`src/rtl/uc_timing_rx.sv`:
```
// uc_timing_rx: FPGA-side capture and checker for the microcontroller slow-clock timing interface.
// Define UC_RX_LOS_EN to build the loss-of-signal watchdog; otherwise los is tied low.
module uc_timing_rx #(
  parameter int SlowClocksPerSecond = 10000,
  parameter int TickW               = $clog2(SlowClocksPerSecond + 1),
  parameter int LosTimeout          = 3840
) (
  input  logic             clk_tf,
  input  logic             tf_reset_l,
  input  logic             uc_slow_clock,
  input  logic             uc_pps_next,
  input  logic             uc_stop_next,
  input  logic             uc_stop_done,
  output logic             rpt_valid,
  input  logic             rpt_ready,
  output logic [TickW-1:0] rpt_ticks,
  output logic             rpt_stop_seen,
  output logic [TickW-1:0] rpt_stop_tick,
  output logic [3:0]       rpt_err,
  output logic             locked,
  output logic             los
);

  typedef enum logic {S_hunt, S_track} state_t;

  localparam logic [TickW-1:0] TicksFull = TickW'(SlowClocksPerSecond);
  localparam logic [TickW-1:0] TickLast  = TickW'(SlowClocksPerSecond - 1);

  if (SlowClocksPerSecond < 2 || LosTimeout < 2) begin : g_bad_params
    $error("uc_timing_rx: SlowClocksPerSecond and LosTimeout must be at least 2");
  end

  // Synchronizer lanes are ordered {done, stop, pps, clock}.
  logic [3:0] sync_a, sync_b;
  logic       clk_dly;
  logic       s_clk, s_pps, s_stop, s_done;
  logic       tick_ev;

  assign {s_done, s_stop, s_pps, s_clk} = sync_b;
  assign tick_ev = s_clk & ~clk_dly;

  state_t           state;
  logic [TickW-1:0] tick_idx;
  logic [TickW-1:0] stop_tick_q;
  logic             stop_seen_q;
  logic             stop_err_q;
  logic             armed;
  logic             los_force;

  logic             fresh, chk_err, base_seen;
  logic [TickW-1:0] k_idx, base_tick, nxt_tick;
  logic             nxt_seen, nxt_err, missing, rpt_load;
  logic [TickW-1:0] new_ticks;
  logic [2:0]       new_err;

  // NOTE: every signal is assigned on every pass through this block, so no latch can be inferred.
  always_comb begin
    fresh     = s_pps;
    base_seen = fresh ? 1'b0 : stop_seen_q;
    base_tick = fresh ? '0 : stop_tick_q;
    k_idx     = fresh ? '0 : tick_idx + TickW'(1);
    // An armed check wants done without a new stop; unarmed, any done is a protocol error.
    chk_err   = armed ? (~s_done | s_stop) : s_done;
    nxt_seen  = base_seen | s_stop;
    nxt_tick  = (s_stop & ~base_seen) ? k_idx : base_tick;
    nxt_err   = (~fresh & stop_err_q) | chk_err | (s_stop & base_seen);
    missing   = ~s_pps && (tick_idx == TickLast);
    rpt_load  = tick_ev && (state == S_track) && (s_pps || missing);
    new_ticks = missing ? TicksFull : tick_idx + TickW'(1);
    new_err   = {stop_err_q, missing, ~missing && ((tick_idx + TickW'(1)) != TicksFull)};
  end

  // NOTE: all state uses non-blocking assignments so every register samples pre-edge values.
  always_ff @(posedge clk_tf) begin
    if (!tf_reset_l) begin
      sync_a        <= '0;
      sync_b        <= '0;
      clk_dly       <= 1'b0;
      state         <= S_hunt;
      tick_idx      <= '0;
      stop_tick_q   <= '0;
      stop_seen_q   <= 1'b0;
      stop_err_q    <= 1'b0;
      armed         <= 1'b0;
      rpt_valid     <= 1'b0;
      rpt_ticks     <= '0;
      rpt_stop_seen <= 1'b0;
      rpt_stop_tick <= '0;
      rpt_err       <= '0;
    end else begin
      sync_a  <= {uc_stop_done, uc_stop_next, uc_pps_next, uc_slow_clock};
      sync_b  <= sync_a;
      clk_dly <= s_clk;

      if (los_force) begin
        state <= S_hunt;
        armed <= 1'b0;
      end else if (tick_ev) begin
        if (state == S_track && missing) begin
          state <= S_hunt;
          armed <= 1'b0;
        end else if (state == S_track || s_pps) begin
          state       <= S_track;
          tick_idx    <= k_idx;
          stop_seen_q <= nxt_seen;
          stop_tick_q <= nxt_tick;
          stop_err_q  <= nxt_err;
          armed       <= s_stop;
        end
      end

      // A load while the old report is unaccepted overwrites it and flags the overrun.
      if (rpt_load) begin
        rpt_valid     <= 1'b1;
        rpt_ticks     <= new_ticks;
        rpt_stop_seen <= stop_seen_q;
        rpt_stop_tick <= stop_tick_q;
        rpt_err       <= {rpt_valid & ~rpt_ready, new_err};
      end else if (rpt_valid && rpt_ready) begin
        rpt_valid <= 1'b0;
      end
    end
  end

  assign locked = (state == S_track);

`ifdef UC_RX_LOS_EN
  localparam int WdW = $clog2(LosTimeout + 1);

  logic [WdW-1:0] wd_cnt;
  logic           los_q;

  assign los_force = ~tick_ev && (wd_cnt == WdW'(LosTimeout - 1));
  assign los       = los_q;

  always_ff @(posedge clk_tf) begin
    if (!tf_reset_l) begin
      wd_cnt <= '0;
      los_q  <= 1'b0;
    end else if (tick_ev) begin
      wd_cnt <= '0;
      los_q  <= 1'b0;
    end else if (wd_cnt != WdW'(LosTimeout)) begin
      wd_cnt <= wd_cnt + WdW'(1);
      if (los_force) los_q <= 1'b1;
    end
  end
`else
  assign los_force = 1'b0;
  assign los       = 1'b0;
`endif

endmodule

```
`config.mk`:
```
export PLATFORM = sky130hd
export DESIGN_NAME = uc_timing_rx
export DESIGN_NICKNAME = d
export VERILOG_FILES = /design/src/rtl/uc_timing_rx.sv
export SDC_FILE = /design/constraint.sdc
export NUM_CORES = 1
export LEC_CHECK = 0
export CAP_MARGIN = 20
export CORE_UTILIZATION = 44
export DETAILED_ROUTE_END_ITERATION = 12
export MAX_ROUTING_LAYER = met4
export PLACE_DENSITY = 0.66
export SYNTH_ARGS = -nofsm -noshare
export SYNTH_HDL_FRONTEND = slang
export SYNTH_SLANG_ARGS = --single-unit
export TNS_END_PERCENT = 50
```
`constraint.sdc`:
```
create_clock -name clk_tf -period 6.8 [get_ports clk_tf]
set_clock_uncertainty 0.2 [all_clocks]
set_input_delay 0.68 -clock clk_tf [delete_from_list [all_inputs] [get_ports clk_tf]]
set_output_delay 0.68 -clock clk_tf [all_outputs]
set_load 0.02 [all_outputs]
```
==> Word level (Yosys, flattened, before mapping) <==
Index checks and enable logic that the tools add are counted.
{ "word_totals": {"output_inout_bits": 36, "elab_cells": 59, "reg_bits": 75, "input_bits": 7} }
{ "classes": {"eq_ne": 2, "n_bitwise": 16, "n_reduce_logical": 14, "mux": 12, "addsub": 1} }
{ "ops": {"columns": ["op", "n"], "rows": [
  ["$mux 14", 4],
  ["$add 14x1->14 const B", 1],
  ["$eq 14x14->1 const B", 1],
  ["$ne 14x14->1 const B", 1],
  ["$mux 1", 8],
  ["$not 1->1", 7],
  ["$logic_and 1x1->1", 6],
  ["$reduce_bool 2->1", 3],
  ["$and 1x1->1", 5],
  ["$or 1x1->1", 4],
  ["$reduce_and 4->1", 1],
  ["$reduce_and 3->1", 1],
  ["$logic_or 1x1->1", 2],
  ["$reduce_and 2->1", 1]
]} }

==> Longest topological paths before layout <==
Gate-level depths: netlist (run 1).
{ "logic_depth": {"ltp_word": 5, "ltp_mapped": 8, "depth_no_buf": 6} }

==> Worst setup path after synthesis (run 1) <==
Ideal clock, no wire load.
{ "synth_timing": {"path_type": "register to register", "start": "reg tick_idx[0]", "end": "reg stop_tick_q[10]", "synth_period_minus_slack_ps": 2207, "t_required_ps": 6472, "n_path_buf": 1, "arrival_ps": 1879, "slack_ps": 4593, "stages_incl_launch_ff": 8, "setup_time_ps": 128, "path_cell_list": "dfxtp_1 ha_1 nand2_1 nor4_4 a211o_1 clkbuf_1 o22a_1 nor2_1"} }
{ "synth_between": {"elab_chain_cells": 5, "elab_cells_between_ends": 8, "cone_classes": "add/sub (1); eq/ne (1); mux (2); bitwise (1); reduce/logical (3)"} }
{ "synth_rtl": {"columns": ["item", "line", "rtl"], "rows": [
  ["start, declared", "43", "logic [TickW-1:0] tick_idx;"],
  ["start signal, assigned", "104", "tick_idx <= k_idx;"],
  ["branches (longest 5 deep; another with $add 14x1->14)", null, null],
  ["end signal, assigned", "106", "stop_tick_q <= nxt_tick;"],
  ["end, declared", "44", "logic [TickW-1:0] stop_tick_q;"]
]} }
Several ways; the timed one is not identified.
A chain may end at the register's enable or synchronous reset.

==> Worst setup path after layout (run 1) <==
{ "layout_timing": {"start": "reg sync_b[0]", "end": "reg tick_idx[8]"} }
{ "layout_between": {"elab_chain_cells": 2} }
{ "layout_rtl": {"columns": ["item", "line", "rtl"], "rows": [
  ["start, declared", "34", "logic [3:0] sync_a, sync_b;"],
  ["start signal, assigned", "92", "sync_b <= sync_a;"],
  ["$and 1x1->1", "40", "assign tick_ev = s_clk & ~clk_dly;"],
  ["$reduce_and 3->1 (no line)", null, null]
]} }
Every way passes these cells.

==> results of run 1 <==
-- Yosys cell counts, types with 4 or more instances --
library cell / n
a21oi_1: 46
o21a_1: 6
a32oi_1: 5
a311oi_1: 5
dfxtp_1: 75
nand4_1: 4
xnor2_1: 9
buf_2: 9
inv_1: 5
o22a_1: 10
nand2_1: 26
or2b_1: 4
nand2b_1: 8
buf_6: 4
o21ai_0: 30
nor2b_1: 4
nand3_1: 27
clkbuf_1: 18
a211oi_1: 6
and2_1: 12
nor3_1: 7
nor2_1: 23
nand3b_1: 4
-- final timing paths --
check | startpoint | to | slack (ps)
setup / recovery | sync_b[0] | tick_idx[8] | 3860
hold / removal | sync_a[2] | sync_b[2] | 240
setup reg to reg | sync_b[0] | tick_idx[8] | 3860
hold reg to reg | sync_a[2] | sync_b[2] | 240
-- area by class of cell --
class,count,area [µm²]
Fill cell,710,3360
Timing Repair Buffer,45,460
Clock inverter,6,71.3
Inverter,6,22.5
Multi-Input combinational cell,270,1610
Tap cell,99,124
Sequential cell,75,1500
Clock buffer,10,138
-- logic make-up (layout without fill, tap and decap cells) --
group           Yosys count  in the layout
xor+xnor                 12             12
buf+inv                  42             67
mux                       1              1
flops                    75             75
simple gates            133            133
fa+ha+maj                 1              1
other cells               1              1
compound gates          122            122
-- sequential cells by signal (all words and copies together) (netlist names) --
signal / cells
rpt_stop_tick: 14
rpt_ticks: 14
stop_tick_q: 14
tick_idx: 14
rpt_err: 4
sync_a: 4
sync_b: 4
armed: 1
clk_dly: 1
locked: 1
rpt_stop_seen: 1
rpt_valid: 1
stop_err_q: 1
stop_seen_q: 1
-- metal layers --
layer,up-vias,share of wire,track usage
met5,-,0,-
met4,0,0.021,0.0982
met3,14,0.041,0.0379
met2,63,0.46,0.320
met1,1361,0.48,0.290
li1,1413,-,-
-- power by group through the flow --
stage / Sequential, mW / Clock [mW] / Combinational (mW)
final: 0.443 / 0.360 / 0.0200
after global routing: 0.443 / 0.382 / 0.0222
after CTS: 0.443 / 0.366 / 0.0197
after detailed placement: 0.453 / 0 / 0.0196
after global placement: 0.453 / 0 / 0.0194
after floorplan: 0.453 / 0 / 0.0129
-- metrics by stage --
stage	total power [mW]	utilization
floorplan	0.466	-
detailed placement	0.473	0.506
global placement	0.472	0.506
global route	0.847	0.539
finish	0.822	0.539
CTS	0.829	0.535
-- critical path, stage by stage (launching register included) --
cell and delay [ps]:
dfxtp_1 320, nor2b_1 260, nand2_1 630, a211oi_4 930, o21ai_0 190, a311oi_1 310
==> flow_summary_export.csv, run 1 <==
group,metric,value,unit
global_routing,track_usage,0.217,
synthesis,post_synth_xor_area_fraction,0.0316,
power,clockPowerShare,0.437,
synthesis,synth-edff-count,0,
layout,syn2layout_area_growth,18.3,%
sta,slew-limit-headroom,0.339,
floorplanning,die_y,88.9,µm
sta,final-hold-violation-count,0,
global_routing,grt_pass1_vias,2490,
global_routing,grt_max_degree,52,
sta,setup_ws,3860,ps
synthesis,synth_area_leader_cell,"dfxtp_1",
synthesis,yosysWarnings,0,
place,port-buffer-count,41,
floorplanning,num_io_pins,43,
global_routing,overflow,0,
cts,path_clk_slew,80,ps
min_path,hold_class,"reg2reg",
critical_path,path_max_fanout,32,
sta,final-setup-viol-count,0,
synthesis,ys_seq_area_frac,0.452,
cts,htree_levels,3,
synthesis,ys_seq_elements,75,
floorplanning,die_w,88.9,µm
critical_path,reg2regPathDepth,5,
synthesis,synthesis.nets,395,
cts,tritoncts_num_sinks,75,
cts,cts_tree,"built",
critical_path,worstPathArrival,2990,ps
min_path,min_path_cells,1,
run,max_cap_violations,0,
synthesis,synthFlopType,"dfxtp_1",
detailed_routing,vias_per_cell,5.58,
sta,worstMarginPinSlew,989,ps
detailed_routing,remaining_drc_errors,0,
power,power_frac_seq,0.538,
sta,drv_slew,0,
global_routing,grt_pass1_wl,12500,µm
synthesis,synth_compound_area_frac,0.231,
detailed_routing,initialDrtViolationCount,212,
global_routing,antenna_found_initial,0,
layout,drive_above_1_share,0.0728,
cts,holdBufCountCts,0,
outcome,outcome,"complete, no violations",
synthesis,synthAdderAreaFrac,0.00377,
sta,period_needed,2940,ps
sta,max_freq,0.340,GHz
floorplanning,placementRows,31,
critical_path,cp.required,6850,ps
place,place_hpwl,5070,µm
floorplanning,die_area,7900,µm²
synthesis,synth.area.mux_share,0.00339,
power,p_switching,192,µW
cts,cts_resized,0,
power,ir_drop,0.105,mV
cts,postCtsSetupBuffers,0,
floorplanning,core_area,7290,µm²
detailed_routing,wl_per_cell,15.2,µm
detailed_routing,dr_total_vias,2851,
layout,final_cell_mix,"dfxtp_1 (75), a21oi_1 (46), clkdlybuf4s50_1 (41)",
layout,nets,415,
sta,period_share,0.433,
detailed_routing,ant_nets,0,
place,place.gp.congestion,0.894,
synthesis,synth_area,3320,µm²
power,p_int,630,µW
layout,final_cells,511,
sta,rsz0062_at_grt,"false",
place,placed_area,3690,µm²
cts,cts_buffer_depth,2,
cts,cts-root-buf,"clkbuf_8",
place,place_ws,3890,ps
synthesis,async_flop_share,0,
synthesis,ys_types,50,
critical_path,crit_path_end_kind,"register",
cts,cts_buffers,9,
layout,antenna-diode-count,0,
layout,fin_area,3930,µm²
synthesis,synth_top_area_share,0.452,
place,dp.cells,494,
power,swShare,0.233,
cts,clock_latency,350,ps
detailed_routing,drt_wl_total,7780,µm
power,combPwrFrac,0.024,
power,power.leakage,1.24,nW
synthesis,synth-simple-area-share,0.214,
power,power_density,209,nW/µm²
synthesis,synthTopCellsByArea,"dfxtp_1 (45%), a21oi_1 (6.9%), o21ai_0 (4.5%)",
sta,setup_tns,0,ps
layout,final_common_cell,"dfxtp_1",
critical_path,critPathKind,"reg2reg",
sta,fin_hold_ws,237,ps
detailed_routing,first_pass_iters,5,
synthesis,avgSynthCellArea,8.58,µm²
synthesis,synth_top_family_by_area,"compound AO/OA/AOI/OAI gates",
floorplanning,start_util,0.456,
synthesis,synth_cells,387,
critical_path,crit_path_start_kind,"register",
Note: power is estimated with default switching activity, not from simulation.
==> run 2, diff against run 1 <==
PLACE_DENSITY = 0.68   (was 0.66)
clock period = 2.49 ns   (was 6.8 ns; I/O delays follow)
==> run 2 against run 1 <==
Compared with the run above:
- setup slack worse by 3600 ps
- cell area up 3.2%
- routed wire length up 2.5%
- power rose to 2.8 times the previous value
- utilization up 1.7 points
- first-iteration DRC count up 30%
- global-route usage up 0.82 points
- non-clock buffer count up 17
- combinational power rose to 2.8 times the previous value
- critical path type unchanged
- critical endpoint is now rpt_ticks[3]
==> flow_summary_export.csv, run 2 (synthesized netlist as in run 1, its figures left out) <==
group,metric,value,unit
critical_path,crit_path_end_kind,"register",
floorplanning,die_y,88.9,µm
sta,rsz0062_at_grt,"false",
sta,worstMarginPinSlew,633,ps
layout,final_cell_mix,"dfxtp_1 (75), a21oi_1 (46), clkdlybuf4s50_1 (41)",
critical_path,critPathMostFrequentCell,"buf_4",
cts,holdBufCountCts,0,
global_routing,track_usage,0.225,
critical_path,path_max_fanout,23,
cts,tritoncts_num_sinks,75,
floorplanning,die_area,7900,µm²
power,power_density,574,nW/µm²
run,max_cap_violations,0,
place,place_hpwl,5340,µm
layout,antenna-diode-count,0,
sta,period_share,0.905,
floorplanning,placementRows,31,
cts,clock_latency,360,ps
detailed_routing,wl_per_cell,15.1,µm
critical_path,worstPathArrival,2310,ps
detailed_routing,remaining_drc_errors,0,
sta,final-hold-violation-count,0,
critical_path,r2r_setup_slack,240,ps
cts,cts-root-buf,"clkbuf_8",
sta,setup_tns,0,ps
layout,syn2layout_area_growth,22.1,%
critical_path,crit_path_start_kind,"register",
global_routing,grt_pass1_vias,2590,
critical_path,timing.rr.end,"rpt_ticks[3]",
sta,drv_slew,0,
sta,slew-limit-headroom,0.578,
critical_path,rr_startpoint,"tick_idx[0]",
detailed_routing,drt_wl_total,7980,µm
global_routing,grt_pass1_wl,12900,µm
global_routing,antenna_found_initial,0,
cts,htree_levels,3,
detailed_routing,initialDrtViolationCount,276,
critical_path,endpoint,"rpt_ticks[3]",
layout,nets,432,
critical_path,critPathKind,"reg2reg",
critical_path,cp.required,2540,ps
power,ir_drop,0.370,mV
floorplanning,start_util,0.456,
detailed_routing,ant_nets,0,
detailed_routing,vias_per_cell,5.51,
detailed_routing,first_pass_iters,5,
place,place.gp.congestion,0.897,
global_routing,grt_max_degree,62,
layout,final_common_cell,"dfxtp_1",
cts,postCtsSetupBuffers,0,
cts,path_clk_slew,70,ps
place,place_ws,207,ps
floorplanning,core_area,7290,µm²
sta,max_freq,0.444,GHz
critical_path,crit_family,"flip-flops",
cts,cts_resized,0,
sta,final-setup-viol-count,0,
layout,drive_above_1_share,0.110,
detailed_routing,dr_total_vias,2911,
layout,fin_util,0.556,
critical_path,slowest_delay,450,ps
critical_path,crit_start,"tick_idx[0]",
critical_path,cp_slowest_cell,"dfxtp_1",
critical_path,path_buf_inv,2,
outcome,outcome,"complete, no violations",
critical_path,cp.depth,8,
cts,cts_buffers,9,
min_path,hold_class,"reg2reg",
place,port-buffer-count,41,
cts,cts_tree,"built",
power,power.leakage,1.33,nW
global_routing,overflow,0,
sta,period_needed,2250,ps
sta,setup_ws,236,ps
layout,fin_area,4060,µm²
cts,cts_buffer_depth,2,
place,placed_area,3830,µm²
floorplanning,num_io_pins,43,
floorplanning,die_w,88.9,µm
critical_path,crit_chain,"ha_1, nand2_1, nor4_4, buf_4, a21o_1, buf_4, a21boi_0, o21a_1",
critical_path,reg2regPathDepth,8,
run 2: cell count changes in the layout (fill, tap and decap cells not counted), sizes merged:
cell / delta
buf: +17
inv: -1
clkinvlp: -1
bufinv: +1
clkbuf: +1
run 2: layer usage:
layer / GRT usage / vias up / share of wire
li1: - / 1442 / -
met1: 0.295 / 1372 / 0.49
met2: 0.334 / 80 / 0.45
met3: 0.0536 / 17 / 0.040
met4: 0.0909 / 0 / 0.022
met5: - / - / 0
run 2: layout make-up:
type	count	area [µm²]
Clock buffer	11	141
Clock inverter	5	85.1
Fill cell	696	3240
Inverter	6	22.5
Multi-Input combinational cell	270	1610
Sequential cell	75	1500
Tap cell	99	124
Timing Repair Buffer	62	568
run 2: metrics by stage:
stage / total power [mW] / std cells / hold WS, ps
2_1_floorplan: 1.27 / 387 / 171
3_3_place_gp: 1.29 / 512 / 214
3_5_place_dp: 1.29 / 512 / 219
4_1_cts: 2.34 / 528 / 236
5_1_grt: 2.42 / 528 / 245
6_report: 2.33 / 528 / 233
run 2: how the worst min path moves through the flow:
stage / slack (ps) / cells past startpoint / from / endpoint
6_report: 230 / 1 / sync_a[2] / sync_b[2]
5_1_grt: 240 / 1 / sync_a[0] / sync_b[0]
4_1_cts: 240 / 1 / sync_a[2] / sync_b[2]
3_5_place_dp: 220 / 1 / sync_a[2] / sync_b[2]
3_3_place_gp: 210 / 1 / sync_a[0] / sync_b[0]
2_1_floorplan: 170 / 1 / tf_reset_l / sync_a[3]
run 2: report_power, final:
group / switching (mW) / internal, mW / total [mW] / leakage [nW]
Clock: 0.467 / 0.597 / 1.06 / 0.110
Combinational: 0.0363 / 0.0192 / 0.0555 / 0.609
Sequential: 0.00381 / 1.21 / 1.21 / 0.606
==> run 3, diff against run 2 <==
CORE_MARGIN = 2   (was default)
==> run 3 against run 2 <==
Compared with the run above:
- register-to-register slack got worse by 40 ps
- cell count is 1.5% higher
- combinational power increased by 7.2%
- critical endpoint is now tick_idx[2]
==> flow_summary_export.csv, run 3 (synthesized netlist as in run 1, its figures left out) <==
group,metric,value,unit
sta,setup_ws,193,ps
layout,fillers,700,
place,placed_area,3880,µm²
layout,fin_util,0.563,
layout,final_cells,536,
detailed_routing,first_pass_iters,5,
layout,nets,440,
sta,period_share,0.923,
floorplanning,die_y,90.9,µm
detailed_routing,drt_wl_total,8470,µm
detailed_routing,wl_per_cell,15.8,µm
sta,max_freq,0.435,GHz
floorplanning,die_area,8260,µm²
detailed_routing,initialDrtViolationCount,258,
cts,cts-root-buf,"clkbuf_8",
critical_path,critPathKind,"reg2reg",
critical_path,path_buf_inv,1,
layout,drive_above_1_share,0.130,
detailed_routing,ant_nets,0,
critical_path,slowest_delay,400,ps
floorplanning,die_w,90.9,µm
critical_path,worstPathArrival,2360,ps
global_routing,antenna_found_initial,0,
cts,cts_buffers,9,
critical_path,crit_family,"simple AND/OR/NAND/NOR gates",
cts,htree_levels,3,
detailed_routing,vias_per_cell,5.54,
global_routing,grt_pass1_vias,2766,
cts,tritoncts_num_sinks,75,
sta,worstMarginPinSlew,639,ps
layout,final_common_cell,"dfxtp_1",
place,place.gp.congestion,0.926,
critical_path,cp.required,2550,ps
global_routing,track_usage,0.220,
cts,path_clk_slew,80,ps
critical_path,r2r_setup_slack,190,ps
run,max_cap_violations,0,
cts,cts_buffer_depth,2,
sta,final-hold-violation-count,0,
floorplanning,placementRows,31,
power,power.leakage,1.35,nW
critical_path,crit_path_start_kind,"register",
sta,drv_slew,0,
min_path,hold_class,"reg2reg",
critical_path,cp_slowest_cell,"dfxtp_1",
global_routing,overflow,0,
detailed_routing,dr_total_vias,2967,
power,power_density,540,nW/µm²
layout,antenna-diode-count,0,
cts,clock_latency,360,ps
global_routing,grt_pass1_wl,14000,µm
sta,setup_tns,0,ps
sta,period_needed,2300,ps
layout,fin_area,4110,µm²
global_routing,grt_max_degree,62,
cts,cts_tree,"built",
place,place_hpwl,5750,µm
power,ir_drop,0.501,mV
sta,final-setup-viol-count,0,
layout,final_cell_mix,"dfxtp_1 (74), a21oi_1 (46), clkdlybuf4s50_1 (41)",
critical_path,crit_chain,"ha_2, nand2_1, nor4_4, buf_4, a21o_1, nand2_1, a311oi_1",
place,place_ws,150,ps
critical_path,crit_path_end_kind,"register",
floorplanning,start_util,0.456,
floorplanning,core_area,7290,µm²
outcome,outcome,"complete, no violations",
critical_path,path_max_fanout,7,
detailed_routing,remaining_drc_errors,0,
layout,syn2layout_area_growth,23.6,%
place,port-buffer-count,41,
sta,rsz0062_at_grt,"false",
sta,slew-limit-headroom,0.574,
floorplanning,num_io_pins,43,
place,dp.cells,517,
critical_path,critPathMostFrequentCell,"nand2_1",
==> run 3: cell count changes in the layout (fill, tap and decap cells not counted), sizes merged <==
cell,previous run,this run
bufinv,2,1
buf,21,29
clkbuf,11,10
inv,6,5
clkinv,2,5
==> run 3: path summary, 6_finish.rpt <==
kind               startpoint  depth (start not counted)           to
setup reg to reg  tick_idx[1]                          7  tick_idx[2]
hold / removal      sync_a[3]                          1    sync_b[3]
hold reg to reg     sync_a[3]                          1    sync_b[3]
setup / recovery  tick_idx[1]                          7  tick_idx[2]
==> run 3: per-stage QoR <==
stage,hold WS [ps],power [mW]
2_1_floorplan,171,1.27
4_1_cts,232,2.24
3_5_place_dp,220,1.30
6_report,225,2.22
3_3_place_gp,214,1.30
5_1_grt,242,2.29
==> run 3: area by class of cell <==
| class | instances | area, µm² | area share |
|---|---|---|---|
| clock buffer | 10 | 138 | 0.0335 |
| clock inverter | 6 | 65.1 | 0.0158 |
| inverter | 6 | 22.5 | 0.00548 |
| multi-input combinational | 270 | 1610 | 0.393 |
| sequential | 75 | 1500 | 0.366 |
| tap | 99 | 124 | 0.0302 |
| timing repair buffer | 70 | 641 | 0.156 |
==> run 3: worst reg2reg max path, delay by kind of cell, from the launching register on <==
family | cells | cell delay, ps
and+or+nand+nor | 3 | 670
AOI/OAI and AO/OA | 2 | 460
DFF | 1 | 400
adders and majority gates | 1 | 280
buffers and inverters | 1 | 200
==> run 3: power breakdown <==
part / internal, mW / switching [mW] / total, mW
sequential: 1.20 / 0.00385 / 1.21
combinational: 0.0217 / 0.0378 / 0.0595
clock: 0.489 / 0.460 / 0.949
==> run 3: routing by layer <==
layer  global-route usage  part of all wire
met1                0.284              0.46
met2                0.334              0.47
met3               0.0426             0.051
met4                0.102             0.021
met5                    -                 0
==> run 3: what timing repair did <==
item | in CTS | in global routing
gates resized for setup | 0 | 2
hold buffers | 0 | 0
setup buffers | 0 | 3
setup endpoints to repair | 0 | 19
==> variant (flow settings as in run 2) <==
`SlowClocksPerSecond`: 10000 -> 5000.
--- a/src/rtl/uc_timing_rx.sv
+++ b/src/rtl/uc_timing_rx.sv
@@ -2,5 +2,5 @@
 // Define UC_RX_LOS_EN to build the loss-of-signal watchdog; otherwise los is tied low.
 module uc_timing_rx #(
-  parameter int SlowClocksPerSecond = 10000,
+  parameter int SlowClocksPerSecond = 5000,
   parameter int TickW               = $clog2(SlowClocksPerSecond + 1),
   parameter int LosTimeout          = 3840
Interface: changed (resized rpt_stop_tick and rpt_ticks); port bits go from 43 to 41. The function was not compared with the original's and may differ.
==> variant against run 2 <==
Setup slack better by 160 ps. Final area shrank 13%. Clock power down 17%. Sequential cell count down 4. Critical path depth shrank 2. Non-clock buffer count decreased by 13. Die area is 13% lower. Wire length decreased by 26%. Power down 11%. Critical endpoint is now stop_tick_q[10]. Synthesized area fell by 13%.
==> variant: results (changes against run 2) <==
Final layout
  • FF+latch count: 71 (-5.3%)
  • Fraction of area in multi-input gates: 0.378 (-0.0201)
  • Final nets: 364 (-16%)
  • Layout cell share with drive strength beyond 1: 0.114 (+0.00402)
  • Non-clock buffers: 49 (-21%)
  • Sequential share of cell area: 0.403 (+0.0329)
  • Comb_multi_in: 219 (-19%)
  • Clock Buffer Count: 10 (-1)

Route
  • Met3 wire len: 239 um (-26%)
  • Initial drt markers: 87 (-68%)
  • Pre-antenna DRT Iters: 4 (-1)
  • Detailed Route WL: 5920 um (-26%)
  • M1 WL: 2970 um (-23%)

Power and ir drop
  • Cell-internal power: 1620 uW (-11%)
  • Peak supply drop: 0.307 mV (-17%)
  • Reg power frac: 0.551 (+0.032)

Status
  • Status: complete, no violations

Worst setup path
  • Crit path DAT: 2170 ps (-140 ps)
  • Critical R2R Capture: stop_tick_q[10]
  • Worst R2R Path Depth: 6 (-2)
  • Crit Path Max Fanout: 13 (-43%)

Global route
  • Met1 GRT Util: 0.243 (-0.0518)
  • Vias in the first global route: 2022 (-22%)
  • First-pass GRT wire length: 9790 um (-24%)
  • M2 GR Usage: 0.271 (-0.0630)
  • Pin count of the biggest net entering global routing: 28 (-55%)

Placed design
  • Port bufs: 39 (-4.9%)
  • Hpwl dp: 4220 um (-21%)
  • RePlAce Congestion: 0.868 (-3.2%)

Synth
  • Ranking of synthesized cells by area: dfxtp_1 49%, nand2_1 8.2%, a21boi_0 4.4%
  • Commonest cells in the netlist: 71 x dfxtp_1, 63 x nand2_1, 19 x o21ai_0, 17 x a21boi_0
  • Syn_nets: 325 (-18%)

Clock network
  • Clock Latency Late Sink: 340 ps (-20 ps)
-- variant: kinds of logic (layout without fill, tap and decap cells) --
kind of cell	count (synthesis)	in the layout	synth area share
buf+inv	27	71	0.0464
flops	71	71	0.492
xor+xnor	13	13	0.0394
simple gates	132	132	0.236
other cells	1	1	0.00130
compound gates	72	72	0.180
fa+ha+maj	1	1	0.00433
-- variant: through the flow --
step | area, um^2 | setup WS [ps] | hold slack, ps | total power (uW) | std cells
6_report | 3530 | 393 | 231 | 2080 | 438
3_3_place_gp | 3340 | 419 | 215 | 1220 | 422
4_1_cts | 3530 | 379 | 233 | 2100 | 438
5_1_grt | 3530 | 204 | 241 | 2150 | 438
3_5_place_dp | 3340 | 395 | 220 | 1220 | 422
2_1_floorplan | 2890 | 423 | 176 | 1200 | 317
-- variant: worst max-delay path: stages, from the launching register on --
cell      delay [ps]
dfxtp_1          350
ha_1             260
and4bb_4         240
a31oi_4          250
nand3b_4         110
or3_4            450
o21ai_0          180
